==> config.mk <==
export PLATFORM = sky130hd
export DESIGN_NAME = bsg_mem_1r1w_sync_bypass_synth
export DESIGN_NICKNAME = d
export VERILOG_FILES = /design/src/rtl/bsg_mem_1r1w_sync_bypass_synth.sv
export SDC_FILE = /design/constraint.sdc
export NUM_CORES = 1
export LEC_CHECK = 0
export ABC_AREA = 0
export CAP_MARGIN = 0
export CORE_MARGIN = 4
export CORE_UTILIZATION = 30
export CTS_CLUSTER_SIZE = 24
export DETAILED_ROUTE_END_ITERATION = 12
export GPL_TIMING_DRIVEN = 0
export SLEW_MARGIN = 20
export SYNTH_ARGS = -nofsm -noshare
export SYNTH_HDL_FRONTEND = slang
export SYNTH_SLANG_ARGS = --single-unit
export TNS_END_PERCENT = 1
==> constraint.sdc <==
create_clock -name clk_i -period 14.5 [get_ports clk_i]
set_input_delay 2.9 -clock clk_i [delete_from_list [all_inputs] [get_ports clk_i]]
set_output_delay 2.9 -clock clk_i [all_outputs]
set_load 0.01 [all_outputs]
==> src/rtl/bsg_mem_1r1w_sync_bypass_synth.sv <==
// 1R1W flop memory with a registered read port, per-bit write mask, optional same-address
// write-to-read bypass, per-entry "written since reset" flags and optional read-data hold.
module bsg_mem_1r1w_sync_bypass_synth_chk (
  input logic clk_i,
  input logic reset_i,
  input logic w_v_i,
  input logic r_v_i,
  input logic w_hit_i,
  input logic r_hit_i
);

  x_on_valids: assert property (@(posedge clk_i) disable iff (reset_i)
    !$isunknown({w_v_i, r_v_i}))
    else $error("bsg_mem_1r1w_sync_bypass_synth: X on w_v_i or r_v_i");

  // Out-of-range accesses are legal but almost always a caller bug, so flag them
  always @(posedge clk_i) begin
    if (!reset_i && w_v_i && !w_hit_i)
      $warning("bsg_mem_1r1w_sync_bypass_synth: write address out of range");
    if (!reset_i && r_v_i && !r_hit_i)
      $warning("bsg_mem_1r1w_sync_bypass_synth: read address out of range");
  end

endmodule

module bsg_mem_1r1w_sync_bypass_synth #(
  parameter int width_p           = 97,
  parameter int els_p             = 2,
  parameter int bypass_p          = 1,
  parameter int latch_last_read_p = 1,
  localparam int addr_width_lp    = (els_p == 1) ? 1 : $clog2(els_p)
) (
  input  logic                     clk_i,
  input  logic                     reset_i,
  input  logic                     w_v_i,
  input  logic [addr_width_lp-1:0] w_addr_i,
  input  logic [width_p-1:0]       w_data_i,
  input  logic [width_p-1:0]       w_mask_i,
  input  logic                     r_v_i,
  input  logic [addr_width_lp-1:0] r_addr_i,
  output logic                     r_v_o,
  output logic [width_p-1:0]       r_data_o,
  output logic                     r_written_o
);

  localparam bit full_decode_lp = (els_p == 1) || ((32'd1 << addr_width_lp) == els_p);

  logic [width_p-1:0]       mem_r [els_p];
  logic [els_p-1:0]         written_r;
  logic                     w_hit_s, r_hit_s, w_en_s, same_s;
  logic [addr_width_lp-1:0] w_idx_s, r_idx_s;
  logic [width_p-1:0]       w_merged_s, r_data_s;
  logic                     r_written_s;
  logic                     r_v_r, r_written_r;
  logic [width_p-1:0]       r_data_r;

  // Range check only exists when the address space is larger than the array
  if (full_decode_lp) begin : g_full
    assign w_hit_s = 1'b1;
    assign r_hit_s = 1'b1;
  end else begin : g_part
    localparam logic [addr_width_lp-1:0] last_addr_lp = addr_width_lp'(els_p - 1);
    assign w_hit_s = (w_addr_i <= last_addr_lp);
    assign r_hit_s = (r_addr_i <= last_addr_lp);
  end

  // A single-entry array ignores the address; out-of-range indices are parked at 0
  assign w_idx_s    = ((els_p == 1) || !w_hit_s) ? {addr_width_lp{1'b0}} : w_addr_i;
  assign r_idx_s    = ((els_p == 1) || !r_hit_s) ? {addr_width_lp{1'b0}} : r_addr_i;
  assign w_en_s     = w_v_i & w_hit_s & ~reset_i;
  assign same_s     = w_v_i & w_hit_s & r_hit_s & (w_idx_s == r_idx_s);
  assign w_merged_s = (mem_r[w_idx_s] & ~w_mask_i) | (w_data_i & w_mask_i);

  // Storage: masked merge into the addressed entry, contents deliberately not reset
  always_ff @(posedge clk_i) begin
    if (w_en_s) begin
      mem_r[w_idx_s] <= w_merged_s;
    end
  end

  // Written flags: set by any in-range write, even one with an all-zero mask
  always_ff @(posedge clk_i) begin
    if (reset_i) begin
      written_r <= {els_p{1'b0}};
    end else if (w_en_s) begin
      written_r[w_idx_s] <= 1'b1;
    end
  end

  // Read source select: out-of-range zero, bypassed write, or stored entry
  always_comb begin
    r_data_s    = {width_p{1'b0}};
    r_written_s = 1'b0;
    if (!r_hit_s) begin
      r_data_s    = {width_p{1'b0}};
      r_written_s = 1'b0;
    end else if ((bypass_p != 32'sd0) && same_s) begin
      r_data_s    = w_merged_s;
      r_written_s = 1'b1;
    end else begin
      r_data_s    = mem_r[r_idx_s];
      r_written_s = written_r[r_idx_s];
    end
  end

  // Read output register: capture on request, otherwise hold or clear
  always_ff @(posedge clk_i) begin
    if (reset_i) begin
      r_v_r       <= 1'b0;
      r_data_r    <= {width_p{1'b0}};
      r_written_r <= 1'b0;
    end else begin
      r_v_r <= r_v_i;
      if (r_v_i) begin
        r_data_r    <= r_data_s;
        r_written_r <= r_written_s;
      end else if (latch_last_read_p == 32'sd0) begin
        r_data_r    <= {width_p{1'b0}};
        r_written_r <= 1'b0;
      end
    end
  end

  assign r_v_o       = r_v_r;
  assign r_data_o    = r_data_r;
  assign r_written_o = r_written_r;

  bsg_mem_1r1w_sync_bypass_synth_chk u_chk (
    .clk_i   (clk_i),
    .reset_i (reset_i),
    .w_v_i   (w_v_i),
    .r_v_i   (r_v_i),
    .w_hit_i (w_hit_s),
    .r_hit_i (r_hit_s)
  );

endmodule

Word-level counts from Yosys, hierarchy flattened
Memory sizes are Yosys's and may differ from the RTL's. A register that Yosys moved wholly into a read port is not among the register bits.
Index checks and enable logic that the tools add are counted.
Widths: inputs -> output; s select.
{"block": "word_totals", "regBits": 4, "latch_bits": 0, "ramBits": 194, "romBits": 0, "inputBits": 200, "elab_cells": 24, "mem_count": 1}
{"block": "classes", "n_addsub": 0, "mul": 0, "n_div": 0, "magnitude_cmp": 3, "eq_ne": 1, "shift": 0, "muxes": 7, "bitwise_logic": 8, "n_reduce_logical": 1}
{"memory": "mem_r", "depth": 2, "width": 97, "rd": 2, "rd_ports_with_merged_regs": 1, "write_ports": 1, "line_no": "48", "source": "logic [width_p-1:0] mem_r [els_p];"}
{"cell": "$and 97x97->97", "n": 2}
{"cell": "$not 97->97", "n": 1}
{"cell": "$or 97x97->97", "n": 1}
{"cell": "$mux 1", "n": 6}
{"cell": "$lt 1x2->1 const B", "n": 2}
{"cell": "$and 1x1->1", "n": 2}
{"cell": "$or 2x2->2", "n": 1}
{"cell": "$demux 1 s1", "n": 1}
{"cell": "$eq 1x1->1", "n": 1}
{"cell": "$ge 1x1->1 const B", "n": 1}
{"cell": "$logic_and 1x1->1", "n": 1}
{"cell": "$not 1->1", "n": 1}

Longest topological paths before layout
Gate-level depths: netlist of the first run.
{"block": "depth", "depth_word": 5, "mapped_depth": 7}

Worst setup path before layout of the first run
OpenSTA, ideal clock, no wires.
{"block": "synth_path", "path_kind": "input port to flip-flop", "from": "input w_addr_i", "to": "memory mem_r[0][0] (enable)", "arrival_time_ns": 10.603, "required_time_ns": 13.806, "path_slack_ns": 3.203, "path_stages": 4, "path_buffers": 3, "path_cell_list": "buf_2 buf_4 buf_2 nor3b_1"}
{"item": "from (decl)", "line_no": "36", "source": "input logic [addr_width_lp-1:0] w_addr_i,"}
{"item": "to (decl)", "line_no": "48"}
No word-level cell before the write port.

Worst setup path in the final report of the first run
{"block": "layout_path", "from": "input w_v_i", "to": "memory mem_r[0][26] (enable)"}
{"block": "layout_via", "elab_chain_cells": 3}
{"item": "from (decl)", "line_no": "35", "source": "input logic w_v_i,"}
{"item": "$and 1x1->1", "line_no": "70", "source": "assign w_en_s = w_v_i & w_hit_s & ~reset_i;"}
{"item": "$mux 1", "line_no": "76", "source": "if (w_en_s) begin"}
{"item": "$mux 1 (not written as such)", "line_no": "77", "source": "mem_r[w_idx_s] <= w_merged_s;"}
No other way between the ends.

==> qor.yml, run 1 <==
status: "completed"
synthArstFlopShare_pct: 0
critPathMaxStageDelay_ns: 0.75
cts-htree-levels: 2
synth_flop_cell: "edfxtp_1"
detail_route.iter0.violations: 626
boundaryPins: 299
timing.hold.ws_ns: 0.453
post_synth_mux_area_share_pct: 15.3
grt_antenna_before_repair: 7
clk_pin_slew_ns: 0.05
worstSetupPathType: "in -> reg"
buffers_from_clock_root_to_sink_at_most: 3
router_iterations_before_antenna_repair: 5
floorplan.core_area_um2: 42000
pin_count_of_the_biggest_net_entering_global_routing: 43
area_delta_synth_final_pct: 39.0
synth.cell_area_um2: 12800
power.total_mw: 2.11
synthAdderAreaFrac_pct: 0
cts_resized: 0
hold_path.class: "reg -> reg"
slew_viol_final: 0
ir_drop_mv: 0.0664
totalNegativeSetupSlack_ns: 0
post_cts_buffers: 0
globalRouteOverflowTotal: 0
drc: 0
worst-path-buf-inv: 7
wirelength_um: 40400
first_global_vias: 10200
groute.usage.overall_pct: 16.9
yosys.area_share.simple_pct: 3.17
power-per-cell-area_nw_per_um2: 119
synthesized_netlist_cell_count: 966
synth_compound_area_share_pct: 17.3
postSynthNetCount: 1166
die-width_um: 214
largest_family_of_logic_cells_by_synthesized_area: "compound AO/OA/AOI/OAI gates"
ys_ff_latch: 295
synth_sequential_area_ratio_pct: 61.5
cts-buffers-inserted: 36
min_period_ns: 6.08
postCtsHoldBufs: 0
timing.critical_path.to_type: "flop"
cpLargestDelayFamily: "buffers and inverters"
place_congestion: 0.772
slew_headroom_pct: 33.1
cp-start-kind: "primary input"
timing.final.setup_violations: 0
finClkSkew_ns: 0.0147
fill_cells: 4004
wl_per_cell_um: 21.4
cp.arrival_ns: 6.30
drive_above_1_share_pct: 7.60
worst_skew_pair_later_pin_latency_ns: 0.53
max_cap_violations: 0
first_pass_grt_wire_length_um: 61200
synth_enable_flop_cells: 194
min_period_over_period_pct: 41.9
yosys.cell_count.top_type: "mux2i_1"
critical-path-slowest-cell: "clkbuf_1"
f_max_mhz: 164
die_area_um2: 45900
floorplan.initialDensity_pct: 30.4
std_cell_rows: 75
netlist-cell-type-count: 21
die-height_um: 214
cts.sink_count: 295
synth-xor-area-share_pct: 0.127
route.detailed.vias_per_inst: 5.11
synth_warnings: 0
synthesis.area_per_instance_um2: 13.2
worst-slew-pin-transition_ns: 1.00
worstPathRequired_ns: 14.72
rsz_0062_raised_after_global_routing: "false"
io_buffer_count: 296
synth_largest_area_cell: "edfxtp_1"
reported_leakage_power_nw: 6.53
worst-path-max-fanout: 10
area_used_by_multi_input_combinational_logic_um2: 4590
ff_latch_area_um2: 7850
num-nets-final: 1516
finalCoreUtilization_pct: 42.2
synth.area.top_cells: "edfxtp_1 46%, dfxtp_1 16%, mux2i_1 15%"
timing_hold_violations_final: 0
critPathMostFrequentCell: "buf_4"
cts-root-buf: "clkbuf_16"
via_count: 9640
tritoncts: "yes"
crit_chain: "clkdlybuf4s50_1 > clkbuf_1 > clkbuf_1 > nor3b_2 > buf_6 > buf_4 > buf_4 > buf_4"
ant_nets: 0
synth_top_cells_by_count: "195 x mux2i_1, 194 x edfxtp_1, 101 x dfxtp_1"
detailedPlacementHpwl_um: 27900
synth_largest_type_area_fraction_pct: 45.6
[worst reg2reg max path, cell delays in order (launching register included)]
cell and delay (ns):
edfxtp_1 0.39, mux2i_1 0.22, o21ai_0 0.21, a221o_1 0.36
[routing by layer]
layer	up-vias	global-route usage, %	share of wire, %
li1	4583	-	-
met1	4698	22.1	44
met2	298	27.9	48
met3	57	4.02	6.5
met4	4	5.40	2.2
met5	-	0	0.069
[flip-flops by register name, summed over array words and instances, names as in the netlist]
signal and flops:
written_r 2, mem_r 194, r_data_o 97, r_written_o 1, r_v_o 1
[power by group]
group / internal, mW / switching [mW] / leakage (nW)
clock network: 0.524 / 0.348 / 0.558
logic: 0.139 / 0.136 / 3.35
registers: 0.944 / 0.0211 / 2.63
total: 1.61 / 0.505 / 6.53
[worst paths after layout]
path	from	end	slack, ns	cells after the start
setup / recovery	w_v_i	mem_r[0][26]	8.42	8
hold / removal	written_r[1]	written_r[1]	0.45	1
setup reg to reg	mem_r[1][93]	r_data_o[93]	13.22	3
hold reg to reg	written_r[1]	written_r[1]	0.45	1
[stage by stage]
stage	std cells	setup WS, ns	cell area (um^2)
2_1_floorplan	966	3.20	12800
3_3_place_gp	1801	-4.37	16400
3_5_place_dp	1817	7.79	16600
4_1_cts	1881	8.35	17700
5_1_grt	1883	8.26	17700
6_report	1885	8.42	17700
[final cells by class]
cell class | count | share of cell area, %
multi-input combinational | 594 | 25.9
clock buffer | 49 | 5.70
clock inverter | 15 | 0.755
sequential | 295 | 44.2
buffer | 75 | 1.85
inverter | 2 | 0.0423
tap | 539 | 3.80
timing repair buffer | 312 | 17.7
antenna | 4 | 0.0564
[kinds of logic (layout without fill, tap and decap cells)]
group / count (synthesis) / count (layout)
other: 0 / 4
XOR/XNOR: 1 / 1
multiplexers: 195 / 195
AND/OR/NAND/NOR: 104 / 104
buffers and inverters: 77 / 453
flip-flops: 295 / 295
AO/OA/AOI/OAI: 294 / 294
[layout by cell type, fill, tap and decap left out]
cell type,count
clkdlybuf4s50_1,296
mux2i_1,195
edfxtp_1,194
dfxtp_1,101
nand2_1,98
o21ai_0,97
a211oi_1,97
a221o_1,97
clkbuf_1,53
clkbuf_16,37
buf_2,26
buf_4,12
clkinv_2,7
buf_6,5
diode_2,4
clkbuf_8,4
clkinvlp_4,3
inv_1,2
nor2_1,2
a21o_1,2
bufinv_16,2
clkinv_1,2
buf_16,2
nor3b_2,1
and3_4,1
xnor2_2,1
and4_1,1
nand2b_1,1
buf_1,1
a311oi_1,1
clkinv_4,1
Power figures use the tool's default switching activity.
==> run 2, diff against run 1 <==
==> constraint.sdc (replaced) <==
create_clock -name clk_i -period 5.8 [get_ports clk_i]
set_input_delay 1.16 -clock clk_i [delete_from_list [all_inputs] [get_ports clk_i]]
set_output_delay 1.16 -clock clk_i [all_outputs]
set_load 0.01 [all_outputs]
==> run 2 against run 1 <==
Clock skew shrank 0.0059 ns. Combinational power grew to 2.5 times the previous value. Global-route usage shrank 0.055 points. Sequential share of layout area shrank 0.075 points. Critical path depth grew 1. Critical endpoint is now mem_r[0][86].
==> qor.yml, run 2 (same netlist as run 1, synthesis figures left out) <==
slew_headroom_pct: 34.6
worstPathRequired_ns: 6.03
route.detailed.vias_per_inst: 5.15
wl_met3_um: 2250
largest_reg_flops: 194
worstSetupPathType: "in -> reg"
cp.arrival_ns: 4.63
die-height_um: 214
postCtsHoldBufs: 0
fin_area_um2: 17800
cts-root-buf: "clkbuf_16"
area_delta_synth_final_pct: 39.2
worst-path-max-fanout: 14
cts-htree-levels: 2
pin_count_of_the_biggest_net_entering_global_routing: 45
placement_cell_area_um2: 16600
drive_above_1_share_pct: 7.19
crit_chain: "clkdlybuf4s50_1 > clkbuf_1 > clkbuf_1 > nor3b_4 > buf_6 > buf_8 > buf_16 > buf_6 > buf_8"
first_global_vias: 10200
fill_cells: 3944
clk_pin_slew_ns: 0.06
buffers_from_clock_root_to_sink_at_most: 3
final_cell_mix: "296 x clkdlybuf4s50_1, 195 x mux2i_1, 194 x edfxtp_1"
timing_hold_violations_final: 0
max_cap_violations: 0
critPathMaxStageDelay_ns: 0.73
place_congestion: 0.757
worst_skew_pair_later_pin_latency_ns: 0.52
groute.usage.overall_pct: 16.8
min_period_over_period_pct: 75.8
detailedPlacementHpwl_um: 27500
min_period_ns: 4.40
std_cell_rows: 75
via_count: 9663
timing.final.setup_violations: 0
router_iterations_before_antenna_repair: 5
grt_antenna_before_repair: 3
detail_route.iter0.violations: 591
power-per-cell-area_nw_per_um2: 299
globalRouteOverflowTotal: 0
timing.critical_path.to_type: "flop"
max_flop_register: "mem_r"
hold_path.class: "reg -> reg"
cp-start-kind: "primary input"
rsz_0062_raised_after_global_routing: "false"
cts.sink_count: 295
detailroute.wirelength.met2_um: 19500
met1Wirelength_um: 17400
cts_resized: 0
finClkSkew_ns: 0.00880
ir_drop_mv: 0.175
drc: 0
tritoncts: "yes"
slew_viol_final: 0
die-width_um: 214
cpLargestDelayFamily: "buffers and inverters"
dr.max_layer_used: "met4"
floorplan.initialDensity_pct: 30.4
worst-slew-pin-transition_ns: 0.981
wirelength_um: 39900
mostFrequentLayoutCell: "clkdlybuf4s50_1"
worst-path-buf-inv: 8
reported_leakage_power_nw: 6.52
floorplan.core_area_um2: 42000
boundaryPins: 299
post_cts_buffers: 0
first_pass_grt_wire_length_um: 61100
num-nets-final: 1510
critical-path-slowest-cell: "clkbuf_1"
wl_per_cell_um: 21.3
die_area_um2: 45900
status: "completed"
ant_nets: 0
totalNegativeSetupSlack_ns: 0
cts-buffers-inserted: 35
io_buffer_count: 296
f_max_mhz: 228
==> run 2: changes by cell type in the layout (fill, tap and decap cells not counted), moves of 3 or more <==
cell / previous run / this run
buf_4: 12 / 2
diode_2: 4 / 1
clkinv_2: 7 / 4
buf_8: 0 / 5
==> run 2: area by class of cell <==
| type | count | area [um^2] | share of cell area, % |
|---|---|---|---|
| clock buffers | 50 | 1050 | 5.89 |
| well taps | 539 | 674 | 3.79 |
| clock inverters | 13 | 121 | 0.683 |
| plain buffers | 75 | 329 | 1.85 |
| multi-input cells | 594 | 4600 | 25.9 |
| repair buffers | 307 | 3150 | 17.7 |
| diodes | 1 | 2.50 | 0.0141 |
| inverters | 2 | 7.51 | 0.0422 |
| flip-flops and latches | 295 | 7850 | 44.2 |
==> run 2: power by group <==
part	total, mW	switching [mW]	internal, mW	leakage (nW)
clock network	2.21	0.866	1.35	0.562
logic	0.688	0.340	0.348	3.34
registers	2.41	0.0538	2.36	2.63
==> run 2: worst reg2reg max path: stages (launching register included) <==
cell      delay (ns)
edfxtp_1        0.40
mux2i_1         0.22
o21ai_0         0.23
a221o_1         0.36
==> run 2: path summary, 6_finish.rpt <==
path / from / endpoint / slack, ns / cells past startpoint
worst max-delay path: w_v_i / mem_r[0][86] / 1.40 / 9
worst max register to register: mem_r[1][18] / r_data_o[18] / 4.47 / 3
worst min register to register: written_r[0] / written_r[0] / 0.46 / 1
worst min-delay path: written_r[0] / written_r[0] / 0.46 / 1
==> run 2: routing by layer <==
layer / track usage, % / up-vias
met5: 0 / -
met4: 4.63 / 0
met3: 2.98 / 42
met2: 28.5 / 295
met1: 22.4 / 4751
li1: - / 4575
==> run 2: metrics by stage <==
| step | setup slack, ns | power, mW | util (%) | hold slack (ns) | instances |
|---|---|---|---|---|---|
| final | 1.40 | 5.31 | 42.3 | 0.457 | 1876 |
| after detailed placement | 0.870 | 3.15 | 39.5 | 0.441 | 1812 |
| after global placement | -2.29 | 3.14 | 39.0 | 0.433 | 1801 |
| after floorplan | 1.10 | 2.75 | - | 0.426 | 966 |
| after global routing | 1.28 | 5.53 | 42.3 | 0.473 | 1876 |
| after CTS | 1.42 | 5.39 | 42.3 | 0.455 | 1875 |
